### src/rtl/div_unit.sv
// 32-bit restoring divider with signed/unsigned modes, annul and divide-by-zero handling.
// Results appear on hi (remainder) and lo (quotient) with a one-cycle done pulse.
module div_unit (
   input  logic        clk,
   input  logic        rst,
   input  logic        start,
   input  logic        signed_div,
   input  logic        annul,
   input  logic [31:0] a,
   input  logic [31:0] b,
   output logic        busy,
   output logic        done,
   output logic [31:0] hi,
   output logic [31:0] lo
);

   typedef enum logic [1:0] {IDLE, CALC, DONE} state_t;

   state_t      state, state_next;
   logic [4:0]  cnt;
   logic [31:0] quo;
   logic [31:0] dvs;
   logic [31:0] rem;
   logic        sign_a, sign_b;

   logic [31:0] abs_a, abs_b;
   logic [32:0] rem_sh;
   logic [31:0] rem_sub;
   logic        fits;
   logic [31:0] quo_next;
   logic [31:0] rem_next;
   logic        take;

   assign take  = start && !annul;
   assign abs_a = (signed_div && a[31]) ? -a : a;
   assign abs_b = (signed_div && b[31]) ? -b : b;

   // One restoring step: the 33-bit shifted remainder never overflows the compare.
   always_comb begin
      rem_sh   = {rem, quo[31]};
      fits     = (rem_sh >= {1'b0, dvs});
      rem_sub  = rem_sh[31:0] - dvs;
      rem_next = fits ? rem_sub : rem_sh[31:0];
      quo_next = {quo[30:0], fits};
   end

   always_ff @(posedge clk or posedge rst) begin
      if (rst) state <= IDLE;
      else     state <= state_next;
   end

   always_comb begin
      state_next = state;
      case (state)
         IDLE: if (take) state_next = (b == 32'd0) ? DONE : CALC;
         CALC: begin
            if (annul)              state_next = IDLE;
            else if (cnt == 5'd31)  state_next = DONE;
         end
         DONE:    state_next = IDLE;
         default: state_next = IDLE;
      endcase
   end

   assign busy = (state != IDLE);
   assign done = (state == DONE);

   always_ff @(posedge clk or posedge rst) begin
      if (rst) begin
         cnt    <= '0;
         quo    <= '0;
         dvs    <= '0;
         rem    <= '0;
         sign_a <= 1'b0;
         sign_b <= 1'b0;
         hi     <= '0;
         lo     <= '0;
      end else begin
         case (state)
            IDLE: begin
               if (take) begin
                  if (b == 32'd0) begin
                     lo <= 32'hFFFF_FFFF;
                     hi <= a;
                  end else begin
                     quo    <= abs_a;
                     dvs    <= abs_b;
                     rem    <= '0;
                     sign_a <= signed_div && a[31];
                     sign_b <= signed_div && b[31];
                     cnt    <= '0;
                  end
               end
            end
            CALC: begin
               if (!annul) begin
                  quo <= quo_next;
                  rem <= rem_next;
                  cnt <= cnt + 5'd1;
                  if (cnt == 5'd31) begin
                     lo <= (sign_a ^ sign_b) ? -quo_next : quo_next;
                     hi <= sign_a ? -rem_next : rem_next;
                  end
               end
            end
            default: ;
         endcase
      end
   end

endmodule

### config.mk
export PLATFORM = sky130hd
export DESIGN_NAME = div_unit
export DESIGN_NICKNAME = d
export VERILOG_FILES = /design/src/rtl/div_unit.sv
export SDC_FILE = /design/constraint.sdc
export NUM_CORES = 1
export LEC_CHECK = 0
export BUFFER_PORTS_ARGS = -buffer_cell sky130_fd_sc_hd__buf_2
export CAP_MARGIN = 25
export CORE_AREA = 2 2 200 202
export CTS_BUF_LIST = sky130_fd_sc_hd__clkbuf_8 sky130_fd_sc_hd__clkbuf_16
export CTS_CLUSTER_SIZE = 24
export DETAILED_ROUTE_END_ITERATION = 10
export DIE_AREA = 0 0 202 204
export HOLD_SLACK_MARGIN = 0.08
export PLACE_DENSITY_LB_ADDON = 0.3
export SLEW_MARGIN = 20
export SYNTH_ARGS = -nofsm -noshare
export SYNTH_HDL_FRONTEND = slang
export SYNTH_SLANG_ARGS = --single-unit
### constraint.sdc
create_clock -name clk -period 7.1 [get_ports clk]
set_input_delay 0.71 -clock clk [delete_from_list [all_inputs] [get_ports clk]]
set_output_delay 0.71 -clock clk [all_outputs]
set_load 0.01 [all_outputs]
==> run metrics, run 1 <==
DP Wirelength=between 30000 and 40000 microns; CTS tree=done; synth unique cells=83; DRT Pass-1 Iters=5; fillcell total=4086; ys flop type=dfrtp_1; non-filler cells, final=2186; global-route wire length before repair=65900 microns; EDFF count, synth=0; run status=complete, no violations; Die ar.=41200 sq um; largest net degree at the start of global routing=~110; Worst Setup SP=rem[25]; share of cells above drive strength 1=0.134; Std-Cell Rows=73; ANT nets after route=0; clock sinks=169; RR Endpoint=hi[24]; sequential area share after synthesis=0.342; vias in the first global route=11323; FF-to-FF Start=rem[25]; Seq pwr share=0.245; Leak=6.26 nW; Critical Path End=hi[24]; clk_skew=0.0162 ns; Yosys top cell by area=dfrtp_1; area of the mapped netlist=between 10000 and 15000 sq um; Cells after Synth=1571; grt ovf=0; CP Launch Type=flip-flop; Critical Path Fanout Max=14; ys async rst share=1.00; Clock Tree Root=clkbuf_16; crit end category=flip-flop; sw frac=0.498; # setup viols final=0; via/cell ratio=around 5.5; die outline height=204 microns; Yosys reg bits=169; All-Layer GR Usage=0.207; WP data arrival=5.51 ns; Critical Path RT=~7.4 ns; wire per inst=19.4 microns; layout net count=about 1800; initial antenna violation count=1; Gate power share=0.574; fmax=0.194 GHz; Max-Cap Viols=0; reg2reg path depth=16; io pins=roughly 140; Switch Pwr=about 0.0026 W; final hold violation count=0; area share of the largest cell type after synthesis=0.342; Clk pwr share=0.180; PwrDens=368 nW/um^2; cts bufs inserted=17; Ys Warns=0; postcts setup bufs=0; syn avg cell area=7.88 sq um; H-tree level count=4; PortBufs=134; worst skew pair latency=0.46 ns; commonest non-fill, non-tap cell in the layout=nand2_1; Setup TNS=0 ns; Tightest Pin Transition=about 0.85 ns; hold bufs inserted after CTS=0; post-CTS sizing=0; clk slew on worst S/H paths=0.07 ns; Final Cycle Share=0.728; placer congestion estimate=0.884; Placed Instances=2150; reg2reg setup slack=around 1.9 ns; Initial Util=0.316; chip width=202 microns; Max rail drop VDD=266 uV; area of the multi-input gates=7580 sq um; RSZ-0062 raised after global routing=false; Slew headroom=0.422; Internal=0.00260 W; Iter 0 DRT Violations=approximately 800; Core Region=around 39000 sq um; Reg area=approximately 4200 sq um; largest cells by area after synthesis=dfrtp_1 34%, o21ai_0 6.7%, a21oi_1 6.4%; most frequent cells in the layout=201 x nand2_1, 169 x dfrtp_1, 166 x o21ai_0; Detailed Route WL=roughly 42000 microns; Area growth, synth to finish=13.9%; Synthesized Nets=1679; Longest Clk Path Bufs=2; DRC errors left=0; Final Critical Period=5.17 ns; Vias=about 12000; Worst Path Class, Setup=flip-flop to flip-flop; Pins Over Slew Limit=0; worst hold path type=input pin to asynchronous set/reset pin
## Yosys cell counts, types with 13 or more instances
master,n
nand2_1,201
dfrtp_1,169
nor2_1,166
o21ai_0,166
a21oi_1,158
clkbuf_1,70
xor2_1,70
xnor2_1,64
inv_1,52
a31oi_1,42
nor3_1,40
ha_1,38
or3_1,25
o31ai_1,23
nand3_1,20
and3_1,18
buf_2,18
mux2i_1,17
a21o_1,13
nand4_1,13
o41ai_1,13
## cell families after synthesis
kind of cell	Yosys count	share of synthesized area
xor+xnor	134	0.0948
compound gates	500	0.247
mux	22	0.0183
buf+inv	147	0.0476
flops	169	0.342
simple gates	560	0.210
fa+ha+maj	39	0.0400
## metal layers
| layer | wire [microns] | vias up | track usage |
|---|---|---|---|
| met5 | 0 | - | 0 |
| met4 | 1480 | 0 | 0.0806 |
| met2 | 19800 | 360 | 0.339 |
| li1 | - | 5752 | - |
| met1 | 19000 | 5748 | 0.272 |
| met3 | 2100 | 60 | 0.0340 |
## registers in the layout, summed over array words and instances, names as in the netlist
| register | count |
|---|---|
| rem | 32 |
| state | 2 |
| dvs | 32 |
| sign_b | 1 |
| lo | 32 |
| cnt | 5 |
| sign_a | 1 |
| hi | 32 |
| quo | 32 |
## how the worst min path moves through the flow
| stage | end | slack [ns] | depth (start not counted) |
|---|---|---|---|
| after detailed placement | cnt[4] | 0.48 | 2 |
| after global routing | lo[13] | 0.33 | 2 |
| after global placement | cnt[4] | 0.47 | 2 |
| final | lo[4] | 0.30 | 2 |
| after CTS | state[0] | 0.47 | 2 |
| after floorplan | cnt[4] | 0.46 | 2 |
## cell type report
type,instances,share of cell area
clock buffers,18,0.0312
clock inverters,14,0.00888
multi-input cells,1255,0.538
repair buffers,150,0.0604
inverters,54,0.0149
flip-flops and latches,169,0.300
well taps,525,0.0466
diodes,1,0.000178
## per-stage QoR
step | hold slack, ns | total power (W) | util | setup WS [ns] | cell area (sq um)
4_1_cts | 0.467 | 0.00517 | 0.358 | 2.01 | 14000
5_1_grt | 0.327 | 0.00556 | 0.360 | 1.62 | 14100
3_3_place_gp | 0.469 | 0.00420 | 0.343 | 2.11 | 13400
6_report | 0.295 | 0.00519 | 0.360 | 1.93 | 14100
3_5_place_dp | 0.483 | 0.00422 | 0.343 | 2.03 | 13400
2_1_floorplan | 0.456 | 0.00343 | - | 1.81 | 12400
## worst max-delay path, stage by stage, from the launching register on
cell and delay [ns]:
dfrtp_1 0.43, ha_1 0.40, a21oi_1 0.25, o21ai_0 0.25, a221oi_1 0.52, nand3_1 0.26, or2_2 0.51, o21ai_0 0.37
ha_1 0.30, nand3b_1 0.12, or3_1 0.32, nor3_1 0.15, a41o_1 0.20, nand3_1 0.17, o41ai_1 0.48, mux2i_1 0.24
nand3_1 0.08
## power groups by stage
stage / sequential, W / combinational (W) / clock [W]
floorplan: 0.00122 / 0.00221 / 0
global placement: 0.00128 / 0.00292 / 0
detailed placement: 0.00129 / 0.00293 / 0
CTS: 0.00127 / 0.00295 / 0.000955
finish: 0.00127 / 0.00298 / 0.000935
global route: 0.00129 / 0.00328 / 0.000994
(Power assumes the default switching activity.)
==> run 2: changes to the inputs <==
--- a/config.mk
+++ b/config.mk
@@ -5,13 +5,14 @@
 export SDC_FILE = /design/constraint.sdc
 export NUM_CORES = 1
 export LEC_CHECK = 0
+export ABC_AREA = 1
 export BUFFER_PORTS_ARGS = -buffer_cell sky130_fd_sc_hd__buf_2
 export CAP_MARGIN = 25
-export CORE_AREA = 2 2 200 202
+export CORE_AREA = 2 2 207 209
 export CTS_BUF_LIST = sky130_fd_sc_hd__clkbuf_8 sky130_fd_sc_hd__clkbuf_16
 export CTS_CLUSTER_SIZE = 24
 export DETAILED_ROUTE_END_ITERATION = 10
-export DIE_AREA = 0 0 202 204
+export DIE_AREA = 0 0 209 211
 export HOLD_SLACK_MARGIN = 0.08
 export PLACE_DENSITY_LB_ADDON = 0.3
 export SLEW_MARGIN = 20
==> constraint.sdc (replaced) <==
create_clock -name clk -period 5.3 [get_ports clk]
set_input_delay 0.53 -clock clk [delete_from_list [all_inputs] [get_ports clk]]
set_output_delay 0.53 -clock clk [all_outputs]
set_load 0.01 [all_outputs]
==> run 2 against run 1 <==
  * Sequential share of layout area is 1.8 points lower
  * Clock skew decreased by 0.0013 ns
  * Power increased by 120%
  * Non-clock buffer count up 4
  * Flip-flop and latch count unchanged
  * Critical path depth up 8
  * Cell count increased by 25%
  * First-iteration DRC count increased by 61%
  * Largest power group unchanged
==> run metrics, run 2 <==
chip width=around 210 microns; Core Region=about 42000 sq um; clk_skew=0.0150 ns; slowest cell on the critical path=dfrtp_1; initial antenna violation count=0; clk slew on worst S/H paths=~0.08 ns; global-route wire length before repair=between 70000 and 80000 microns; most common cell in the netlist=nand2_1; Final Critical Period=~4.3 ns; antenna diode count=0; most frequent cells in the layout=718 x nand2_1, 276 x inv_1, 176 x nor2_1; postcts setup bufs=0; commonest non-fill, non-tap cell in the layout=nand2_1; RR Endpoint=lo[28]; worst hold path type=input pin to asynchronous set/reset pin; PwrDens=about 760 nW/um^2; CP Launch Type=flip-flop; Worst Setup SP=rem[1]; Synth top cells by count=719 x nand2_1, 277 x inv_1, 179 x nor2_1, 169 x dfrtp_1, 157 x o21ai_0; Cells after Synth=2095; via/cell ratio=around 5.1; layout net count=2301; Detailed Route WL=roughly 50000 microns; FF-to-FF Start=rem[1]; Longest Clk Path Bufs=2; Yosys top cell by area=dfrtp_1; DP Wirelength=38400 microns; ANT nets after route=0; hold bufs inserted after CTS=0; vias in the first global route=13098; Vias=about 14000; post-synthesis adder-cell area fraction=0.0375; synth unique cells=50; EDFF count, synth=0; area of the mapped netlist=13200 sq um; All-Layer GR Usage=0.228; Max-Cap Viols=0; CP Cell Sequence=ha_1, nand2_1, nand2_1, nand2_1, nand2_1, nand2_1, nand3_2, nand2_2, nand2_2, nand2_4, nand2_4, inv_2, ha_1, nand2_1, nor3_2, nand3_1, inv_1, nand2_1, inv_1, nand4_1, o41ai_2, o21ai_0, nor3_1, o21ai_1; DRT Pass-1 Iters=5; largest net degree at the start of global routing=102; die outline height=approximately 210 microns; area share of the largest cell type after synthesis=0.320; WP data arrival=4.66 ns; largest cells by area after synthesis=dfrtp_1 32%, nand2_1 20%, inv_1 7.9%; Slew headroom=0.441; Final Cycle Share=0.809; Tightest Pin Transition=0.838 ns; clock sinks=169; RSZ-0062 raised after global routing=false; run status=complete, no violations; placer congestion estimate=1.01; Critical Path RT=between 5 and 6 ns; Clock Tree Root=clkbuf_16; Critical Path Fanout Max=24; Leak=7.88 nW; largest stage delay on the critical path=0.43 ns; Simple-Gate Fraction of Synth Area=0.372; ys flop type=dfrtp_1; Setup TNS=0 ns; share of cells above drive strength 1=0.113; crit end category=flip-flop; CTS tree=done; syn avg cell area=6.31 sq um; XOR/XNOR share of the synthesized area=0.0351; Std-Cell Rows=75; Core Util, Final=0.359; most frequent CP cell=nand2_1; reg2reg path depth=24; # setup viols final=0; cts bufs inserted=17; PortBufs=roughly 130; Critical Path End=lo[28]; Synthesized Nets=around 2200; DRC errors left=0; wire per inst=18.2 microns; Pins Over Slew Limit=0; Synth Area in Compound Gates=0.128; io pins=135; fmax=0.233 GHz; reg2reg setup slack=1.01 ns; Max rail drop VDD=around 470 uV; Area growth, synth to finish=13.5%; grt ovf=0; sequential area share after synthesis=0.320; post-CTS sizing=0; final hold violation count=0; Worst Path Class, Setup=flip-flop to flip-flop; H-tree level count=4; largest family of logic cells by synthesized area=simple AND/OR/NAND/NOR gates; Iter 0 DRT Violations=1251; Yosys reg bits=169; post-synthesis mux area share=0; Initial Util=0.317; ys async rst share=1.00; Die ar.=44100 sq um; worst skew pair latency=approximately 0.48 ns; Ys Warns=0
## run 2: cell count changes after synthesis, sizes merged, moves of 31 or more
| cell | previous run | this run |
|---|---|---|
| a21oi | 159 | 68 |
| nand3 | 20 | 151 |
| a31oi | 44 | 13 |
| nand2 | 201 | 737 |
| inv | 54 | 288 |
| xnor2 | 64 | 4 |
## run 2: worst min-delay path by stage
stage	cells after the start	start	slack, ns	end
finish	2	rst	0.20	lo[3]
global placement	2	hi[15]	0.46	hi[15]
detailed placement	2	lo[21]	0.46	lo[21]
floorplan	2	dvs[10]	0.45	dvs[10]
global route	2	rst	0.25	lo[6]
CTS	2	rst	0.23	quo[3]
## run 2: layout make-up
class,count,area (sq um)
Tap cell,539,674
Inverter,289,1090
Clock buffer,18,439
Clock inverter,12,118
Multi-Input combinational cell,1562,7600
Sequential cell,169,4230
Fill cell,4500,26800
Timing Repair Buffer,154,848
## run 2: metrics by stage
step	instance area (sq um)	power (W)	std cells	worst slack [ns]	hold WS (ns)
after floorplan	13200	0.00760	2095	0.195	0.453
after global placement	14400	0.0100	2711	1.20	0.460
after detailed placement	14400	0.0101	2711	1.11	0.463
after CTS	15000	0.0114	2741	1.09	0.227
after global routing	15000	0.0125	2743	0.689	0.248
final	15000	0.0115	2743	1.01	0.199
## run 2: cell families after synthesis
| logic type | Yosys count |
|---|---|
| fa+ha+maj | 39 |
| buf+inv | 364 |
| flops | 169 |
| simple gates | 1168 |
| xor+xnor | 53 |
| compound gates | 302 |
## run 2: power breakdown
part | internal [W] | leakage, nW | switching, W
Clock | 0.000661 | 0.273 | 0.000598
Sequential | 0.00185 | 2.11 | 0.000408
Combinational | 0.00229 | 5.50 | 0.00566
## run 2: critical path, delay by kind of cell (launching register included)
family          cells  cell delay, ns
flops               1            0.43
fa+ha+maj           2            0.56
compound gates      3            0.69
buf+inv             3            0.31
simple gates       16            2.16
## run 2: per-layer routing
layer | GRT usage | vias up | wire [microns]
met5 | 0 | - | 0
met4 | 0.0722 | 0 | 1140
met3 | 0.0290 | 53 | 2850
met2 | 0.362 | 467 | 22500
met1 | 0.322 | 6617 | 23400
li1 | - | 6874 | -
==> run 3: changes to the inputs <==
==> constraint.sdc (replaced) <==
create_clock -name clk -period 3.8 [get_ports clk]
set_input_delay 0.38 -clock clk [delete_from_list [all_inputs] [get_ports clk]]
set_output_delay 0.38 -clock clk [all_outputs]
set_load 0.01 [all_outputs]
==> run 3 against run 2 <==
  * Largest power group unchanged
  * Flip-flop and latch count unchanged
  * Critical path depth down 2
  * First-iteration DRC count down 10%
  * Clock-buffer cell count unchanged
  * Core utilization up 0.83 points
  * Worst hold slack worse by 0.058 ns
  * Clock skew up 0.0054 ns
  * Clock power up 41%
  * Sequential share of layout area down 0.63 points
  * Via count down 1.1%
  * Die area unchanged
  * Highest routed layer unchanged
==> run metrics, run 3 (synthesis gave the netlist of run 2 again) <==
Clock Tree Root=clkbuf_16; most frequent cells in the layout=713 x nand2_1, 275 x inv_1, 176 x nor2_1; largest net degree at the start of global routing=170; Die ar.=44100 sq um; Setup TNS=0 ns; die outline height=211 microns; Core Region=41800 sq um; crit end category=flip-flop; run status=complete, no violations; Reg area=4230 sq um; Hold WS=0.140 ns; WP buf/inv=2; Max rail drop VDD=~880 uV; final hold violation count=0; largest stage delay on the critical path=0.40 ns; layout net count=~2300; WP data arrival=3.97 ns; wire per inst=16.9 microns; clk slew on worst S/H paths=around 0.07 ns; DRC errors left=0; initial antenna violation count=1; CP Launch Type=flip-flop; Leak=between 8 and 9 nW; fmax=0.277 GHz; cts bufs inserted=17; Worst Path Class, Setup=flip-flop to flip-flop; # setup viols final=0; commonest non-fill, non-tap cell in the layout=nand2_1; via/cell ratio=about 5; CP Cell Sequence=ha_1, nand2_1, nor2_1, nand3_1, nor2_1, nand2_1, nand2_2, nor2_4, buf_4, nand3_1, nand2_1, nor2_1, nand2_1, nor2_1, nand2_1, nand2_2, nand2_1, nand2_1, nand2_1, o21ai_1, buf_4, nand2_1; Final Critical Period=between 3 and 4 ns; post-route cell area=15300 sq um; Iter 0 DRT Violations=around 1100; global-route wire length before repair=73400 microns; CTS tree=done; Longest Clk Path Bufs=2; Critical Path RT=4.16 ns; clk_skew=0.0204 ns; RSZ-0062 raised after global routing=false; Final Cycle Share=0.950; area of the multi-input gates=between 7000 and 8000 sq um; Core Util, Final=0.367; placer congestion estimate=between 0.9 and 1; Detailed Route WL=46600 microns; Vias=~14000; most frequent CP cell=nand2_1; share of cells above drive strength 1=0.130; fillcell total=4541; PortBufs=between 100 and 150; Slew headroom=0.315; chip width=209 microns; ANT nets after route=0; dpl cell area=about 15000 sq um; grt ovf=0; DP Wirelength=36000 microns; Tightest Pin Transition=~1.0 ns; Pins Over Slew Limit=0; worst skew pair latency=0.47 ns; Critical Path Fanout Max=11; H-tree level count=4; vias in the first global route=roughly 13000; CP top delay family=simple AND/OR/NAND/NOR gates; PwrDens=1040 nW/um^2; io pins=135; clock sinks=169; Max-Cap Viols=0; antenna diode count=0; slowest cell on the critical path=dfrtp_1; Std-Cell Rows=75; Initial Util=0.317; worst hold path type=input pin to flip-flop; hold bufs inserted after CTS=0; DRT Pass-1 Iters=5; Area growth, synth to finish=16.1%; All-Layer GR Usage=0.214
## run 3: per-layer routing
layer | global-route usage | vias up | routed length [microns]
met1 | 0.289 | 6497 | 21600
li1 | - | 6912 | -
met3 | 0.0263 | 58 | 2200
met2 | 0.350 | 391 | 21500
met5 | 0 | - | 0
met4 | 0.0788 | 0 | 1300
## run 3: layout make-up
type                    count  area share
flip-flops and latches    169       0.276
multi-input cells        1562       0.504
repair buffers            176      0.0683
clock inverters            14     0.00905
inverters                 289      0.0709
well taps                 539      0.0439
clock buffers              18      0.0286
## run 3: worst reg2reg max path, delay by kind of cell (launching register included)
family / cells / cell delay [ns]
AND/OR/NAND/NOR: 18 / 2.13
flip-flops: 1 / 0.40
adder cells (fa/ha/maj): 1 / 0.37
buffers and inverters: 2 / 0.37
AO/OA/AOI/OAI: 1 / 0.22
## run 3: through the flow
stage,cells,setup slack [ns],power [W]
after floorplan,2095,0.355,0.0106
after global placement,2734,0.0769,0.0139
after detailed placement,2734,0.118,0.0140
after CTS,2766,0.111,0.0159
after global routing,2767,0.00258,0.0175
final,2767,0.192,0.0160
## run 3: power breakdown
group          internal, W  switching [W]  total [W]
logic              0.00350        0.00762     0.0111
clock network     0.000936       0.000848    0.00178
registers          0.00258       0.000534    0.00312
total              0.00702        0.00900     0.0160
## run 3: repair_timing
item,CTS,global route
setup buffers,0,1
resized for setup,0,28
setup endpoints to repair,0,8
hold endpoints to repair,0,0
## run 3: worst paths after layout
| path | end | start | depth (start not counted) | slack [ns] |
|---|---|---|---|---|
| setup / recovery | hi[20] | rem[26] | 22 | 0.19 |
| setup reg to reg | hi[20] | rem[26] | 22 | 0.19 |
| hold reg to reg | hi[4] | hi[4] | 2 | 0.48 |
| max in group asynchronous | dvs[8] | rst | 3 | 2.82 |
| min in group asynchronous | lo[3] | rst | 3 | 0.17 |
| hold / removal | state[0] | annul | 2 | 0.14 |
